**src/rtl/pipeline_hazard_ctrl.sv**
```systemverilog
// Stall/flush controller for the 5-stage pipeline: load-use, branch squash and
// data-memory wait handling with a timeout watchdog that parks the core in ERR.
module pipeline_hazard_ctrl #(
    parameter int unsigned MEM_TIMEOUT = 16,
    parameter int unsigned CNT_W       = 16
) (
    input  logic             clk,
    input  logic             reset,
    input  logic [4:0]       id_rs1,
    input  logic [4:0]       id_rs2,
    input  logic             id_use_rs1,
    input  logic             id_use_rs2,
    input  logic [4:0]       ex_rd,
    input  logic             ex_mem_read,
    input  logic             ex_branch_taken,
    input  logic             mem_req,
    input  logic             mem_ready,
    output logic             pc_en,
    output logic             if_id_en,
    output logic             if_id_flush,
    output logic             id_ex_en,
    output logic             id_ex_flush,
    output logic             ex_mem_en,
    output logic             mem_wb_valid,
    output logic             mem_err,
    output logic [CNT_W-1:0] stall_cycles
);

    localparam int unsigned WCNT_W = $clog2(MEM_TIMEOUT + 1);
    localparam logic [WCNT_W-1:0] CNT_LAST = WCNT_W'(MEM_TIMEOUT - 1);

    localparam logic [1:0] StIdle = 2'd0;
    localparam logic [1:0] StWait = 2'd1;
    localparam logic [1:0] StErr  = 2'd2;

    logic [1:0]        state_q, state_d;
    logic [WCNT_W-1:0] cnt_q, cnt_d;
    logic [CNT_W-1:0]  stall_q;

    logic load_use;
    logic mem_stall;
    logic in_err;

    // Ungated decode; the reset gate is applied at the output ports.
    logic pc_en_raw, if_id_en_raw, if_id_flush_raw, id_ex_en_raw;
    logic id_ex_flush_raw, ex_mem_en_raw, mem_wb_valid_raw;

    assign in_err   = (state_q == StErr);
    assign load_use = ex_mem_read & (ex_rd != 5'd0) &
                      ((id_use_rs1 & (id_rs1 == ex_rd)) | (id_use_rs2 & (id_rs2 == ex_rd)));
    assign mem_stall = mem_req & ~mem_ready & ((state_q == StIdle) | (state_q == StWait));

    always_comb begin
        state_d = state_q;
        cnt_d   = cnt_q;
        case (state_q)
            StIdle: begin
                if (mem_stall) begin
                    cnt_d   = WCNT_W'(1);
                    state_d = (MEM_TIMEOUT == 1) ? StErr : StWait;
                end
            end
            StWait: begin
                if (!mem_req || mem_ready) begin
                    state_d = StIdle;
                    cnt_d   = '0;
                end else if (cnt_q == CNT_LAST) begin
                    // This edge closes the MEM_TIMEOUT-th consecutive not-ready cycle.
                    state_d = StErr;
                end else begin
                    cnt_d = cnt_q + WCNT_W'(1);
                end
            end
            StErr: begin
                state_d = StErr;
            end
            default: begin
                state_d = StIdle;
                cnt_d   = '0;
            end
        endcase
    end

    always_comb begin
        pc_en_raw        = 1'b1;
        if_id_en_raw     = 1'b1;
        if_id_flush_raw  = 1'b0;
        id_ex_en_raw     = 1'b1;
        id_ex_flush_raw  = 1'b0;
        ex_mem_en_raw    = 1'b1;
        mem_wb_valid_raw = 1'b1;
        if (in_err) begin
            pc_en_raw        = 1'b0;
            if_id_en_raw     = 1'b0;
            id_ex_en_raw     = 1'b0;
            ex_mem_en_raw    = 1'b0;
            mem_wb_valid_raw = 1'b0;
        end else if (mem_stall) begin
            // Upstream is frozen, so branch/load-use are re-evaluated once memory completes.
            pc_en_raw        = 1'b0;
            if_id_en_raw     = 1'b0;
            id_ex_en_raw     = 1'b0;
            ex_mem_en_raw    = 1'b0;
            mem_wb_valid_raw = 1'b0;
        end else if (ex_branch_taken) begin
            if_id_flush_raw = 1'b1;
            id_ex_flush_raw = 1'b1;
        end else if (load_use) begin
            pc_en_raw       = 1'b0;
            if_id_en_raw    = 1'b0;
            id_ex_flush_raw = 1'b1;
        end
    end

    always_ff @(posedge clk or posedge reset) begin
        if (reset) begin
            state_q <= StIdle;
            cnt_q   <= '0;
            stall_q <= '0;
        end else begin
            state_q <= state_d;
            cnt_q   <= cnt_d;
            if (!pc_en_raw && !in_err && (stall_q != {CNT_W{1'b1}})) begin
                stall_q <= stall_q + CNT_W'(1);
            end
        end
    end

    assign pc_en        = ~reset & pc_en_raw;
    assign if_id_en     = ~reset & if_id_en_raw;
    assign if_id_flush  = ~reset & if_id_flush_raw;
    assign id_ex_en     = ~reset & id_ex_en_raw;
    assign id_ex_flush  = ~reset & id_ex_flush_raw;
    assign ex_mem_en    = ~reset & ex_mem_en_raw;
    assign mem_wb_valid = ~reset & mem_wb_valid_raw;
    assign mem_err      = ~reset & in_err;
    assign stall_cycles = stall_q;

endmodule
```
**config.mk**
```make
export PLATFORM = sky130hd
export DESIGN_NAME = pipeline_hazard_ctrl
export DESIGN_NICKNAME = d
export VERILOG_FILES = /design/src/rtl/pipeline_hazard_ctrl.sv
export SDC_FILE = /design/constraint.sdc
export NUM_CORES = 1
export LEC_CHECK = 0
export ABC_AREA = 1
export CORE_MARGIN = 5
export CORE_UTILIZATION = 25
export DETAILED_ROUTE_END_ITERATION = 10
export PLACE_DENSITY = 0.5
export SYNTH_ARGS = -nofsm -noshare
export SYNTH_HDL_FRONTEND = slang
export SYNTH_SLANG_ARGS = --single-unit
```
**constraint.sdc**
```tcl
create_clock -name clk -period 1.5 [get_ports clk]
set_input_delay 0.3 -clock clk [delete_from_list [all_inputs] [get_ports clk]]
set_output_delay 0.3 -clock clk [all_outputs]
set_load 0.01 [all_outputs]
```
==> flow_summary_export.csv <==
group,metric,value,unit
drt,first_pass_iters,4,
timing,tightest_slew,0.3522,ns
clock_tree,numCtsBuffers,3,
synthesis,netlist_instances,248,
synthesis,synthTopCellsByCount,"nand2_1 (87), inv_1 (40), nand3_1 (31)",
power,pwr-share-comb,13.5,%
finish,areaGrowthSynthToFinish,82.39,%
timing,setup_tns,-2.543,ns
power,power_switching_share,24.78,%
global_route,grt_max_degree,24,
floorplan,rows,29,
setup_path,crit_chain,"inv_2 > nor2_4 > nor3_4 > buf_4 > nand2_2 > inv_2 > buf_6",
timing,finalMaxSlewViolations,0,
power,p_int,0.8893,mW
clock_tree,root_buffer,"clkbuf_8",
finish,antenna_cells,0,
finish,utilization,46.88,%
setup_path,critPathKind,"flip-flop to primary output",
min_path,hp-class,"input pin to asynchronous set/reset pin",
floorplan,die_area,8286,um^2
drt,via_count,1905,
drt,drt_iter0_markers,64,
setup_path,cp_slowest_cell,"dfrtp_1",
timing,relSlewSlack,76.34,%
synthesis,yosysTopAreaCell,"dfrtp_1",
placed_design,portBuffers,46,
run,maxCapViolCount,0,
power,ir_drop,0.0002853,V
drt,viasPerCell,4.430,
synthesis,syn-num-nets,274,
finish,layout-drive-gt1-share,50.14,%
synthesis,synth-seq-area-share,35.06,%
power,pwr-share-clk,34.1,%
setup_path,crit_arrival,1.35,ns
clock_tree,clock_path_buffers,2,
floorplan,die_h,91.03,um
placed_design,gp_congestion,0.8435,
floorplan,initial_core_util,25.71,%
power,p_leak,1.618,nW
finish,multiInputGateArea,1162,um^2
synthesis,postSynthAreaPerCell,6.619,um^2
setup_path,timing.rr.start,"stall_cycles[0]$_DFFE_PP0P_",
clock_tree,ctsHtreeMaxLevel,1,
synthesis,synth_top_area_share,35.06,%
timing,fin_worst_skew,0.003223,ns
power,p_switching,0.2930,mW
drt,finalWirelength,5142,um
floorplan,die_w,91.03,um
synthesis,synth-edff-count,0,
synthesis,ys_types,24,
timing,hold_viol,0,
power,power.density,394.9,nW/um^2
timing,layout_setup_ws,-0.1490,ns
finish,layout.nets,380,
clock_tree,cts_tree,"built",
placed_design,dp_hpwl,3547,um
clock_tree,clkLatencyLatePin,0.27,ns
power,seqPwrFrac,52.4,%
synthesis,yosysWarnings,0,
timing,rsz0062_at_grt,"true",
synthesis,synth-seq-cells,23,
synthesis,synth_most_common_cell,"nand2_1",
setup_path,cp-end-kind,"primary output",
global_route,first_global_vias,1827,
global_route,grt_pass1_wl,8459,um
setup_path,rrSetupSlack,-0.12,ns
timing,setup_violations,26,
setup_path,startpoint_type,"flip-flop",
drt,wl_per_cell,11.96,um
setup_path,r2r_cells,8,
synthesis,synthTopCellsByArea,"dfrtp_1 (35%), nand2_1 (20%), nand3_1 (9.5%)",
timing,max_freq,606.4,MHz
global_route,antenna_found_initial,0,
setup_path,cp_slowest_stage_delay,0.38,ns
timing,period_share,109.9,%
setup_path,r2r_end,"stall_cycles[2]$_DFFE_PP0P_",
timing,min_period,1.649,ns
synthesis,syn_area,1642,um^2
finish,regArea,575.6,um^2
drt,drc_errors,0,
global_route,overflow,0,
drt,ant_nets,0,
global_route,grt_use_total,12.09,%
setup_path,cp-startpoint,"state_q[1]$_DFFE_PP0P_",
floorplan,core_area,6386,um^2
setup_path,cp_max_fo,3,
outcome,status,"complete, but fails checks",
outcome,violations,"negative setup slack",
clock_tree,numClockSinks,23,
setup_path,critPathMostFrequentCell,"inv_2",
clock_tree,clkTransAtPathRegs,0.09,ns
finish,fill_cells,635,
synthesis,async_reset_ff_share,100.0,%
floorplan,pin_count,47,
synthesis,ys.flop_type,"dfrtp_1",
setup_path,required,1.20,ns
## layout make-up
| class | count | area share (%) |
|---|---|---|
| multi-input combinational | 179 | 38.82 |
| clock buffer | 3 | 1.379 |
| inverter | 40 | 5.516 |
| sequential | 23 | 19.22 |
| timing repair buffer | 107 | 31.68 |
| clock inverter | 1 | 0.1672 |
| tap | 77 | 3.218 |
## power by group through the flow
stage          logic [mW]  registers (mW)  clock network [mW]
2_1_floorplan      0.0519           0.632                   0
3_3_place_gp        0.144           0.632                   0
3_5_place_dp        0.145           0.632                   0
4_1_cts             0.130           0.619               0.425
5_1_grt             0.179           0.620               0.439
6_report            0.160           0.619               0.403
## critical path: cells and delay by family, from the launching register on
| kind | cells | cell delay, ns |
|---|---|---|
| buffers and inverters | 4 | 0.41 |
| DFF | 1 | 0.38 |
| and+or+nand+nor | 3 | 0.30 |
## flip-flops by register name (all words and copies together) (netlist names)
register	flops
stall_cycles	16
cnt_q	5
state_q	2
## worst max path at each step
stage,endpoint,slack [ns],depth (start not counted)
3_5_place_dp,id_ex_flush,-0.82,10
2_1_floorplan,stall_cycles[3]$_DFFE_PP0P_,0.004,8
3_3_place_gp,id_ex_flush,-0.83,10
6_report,pc_en,-0.15,7
4_1_cts,id_ex_flush,-0.15,7
5_1_grt,stall_cycles[7]$_DFFE_PP0P_,-0.22,8
## metal layers
layer	track usage (%)	part of all wire [%]	vias to the layer above	wire length, um
li1	-	-	978	-
met1	15.79	42	885	2177
met2	20.73	52	37	2669
met3	2.727	4.6	5	238
met4	1.956	1.1	0	57
met5	0	0	-	0
## per-stage QoR
step	cell area, um^2	instances	setup slack [ns]	hold slack [ns]	total power [mW]
after floorplan	1655	248	0.004090	0.3019	0.6837
after global placement	2447	400	-0.8282	0.5095	0.7759
after detailed placement	2447	400	-0.8184	0.5122	0.7764
after CTS	2649	419	-0.1495	0.2565	1.174
after global routing	2994	430	-0.2167	0.2742	1.238
final	2994	430	-0.1490	0.2605	1.182
## cell families after synthesis
| kind of cell | share of synthesized area (%) |
|---|---|
| AND/OR/NAND/NOR | 41.23 |
| buffers and inverters | 11.97 |
| flip-flops | 35.06 |
| AO/OA/AOI/OAI | 4.116 |
| XOR/XNOR | 5.336 |
| adder cells (fa/ha/maj) | 2.287 |
## cells in the final DEF, fill, tap and decap left out, types with 7 or more instances in the layout
cell type,n
nand2_2,26
buf_2,7
dlygate4sd2_1,17
xor2_1,7
nor2_2,8
nor2_1,15
inv_1,24
nand3_2,18
nand2_1,58
inv_2,10
buf_4,48
nand3_1,12
dfrtp_1,23
buf_6,19
## what timing repair did
| item | 4_1_cts | 5_1_grt |
|---|---|---|
| setup endpoints to repair | 45 | 31 |
| hold buffers | 0 | 0 |
| buffers inserted | 14 | 11 |
| resized for setup | 146 | 93 |
| pin swaps | 37 | 41 |
| cloned | 1 | 0 |
No activity file was read; power rests on OpenSTA's default activity.
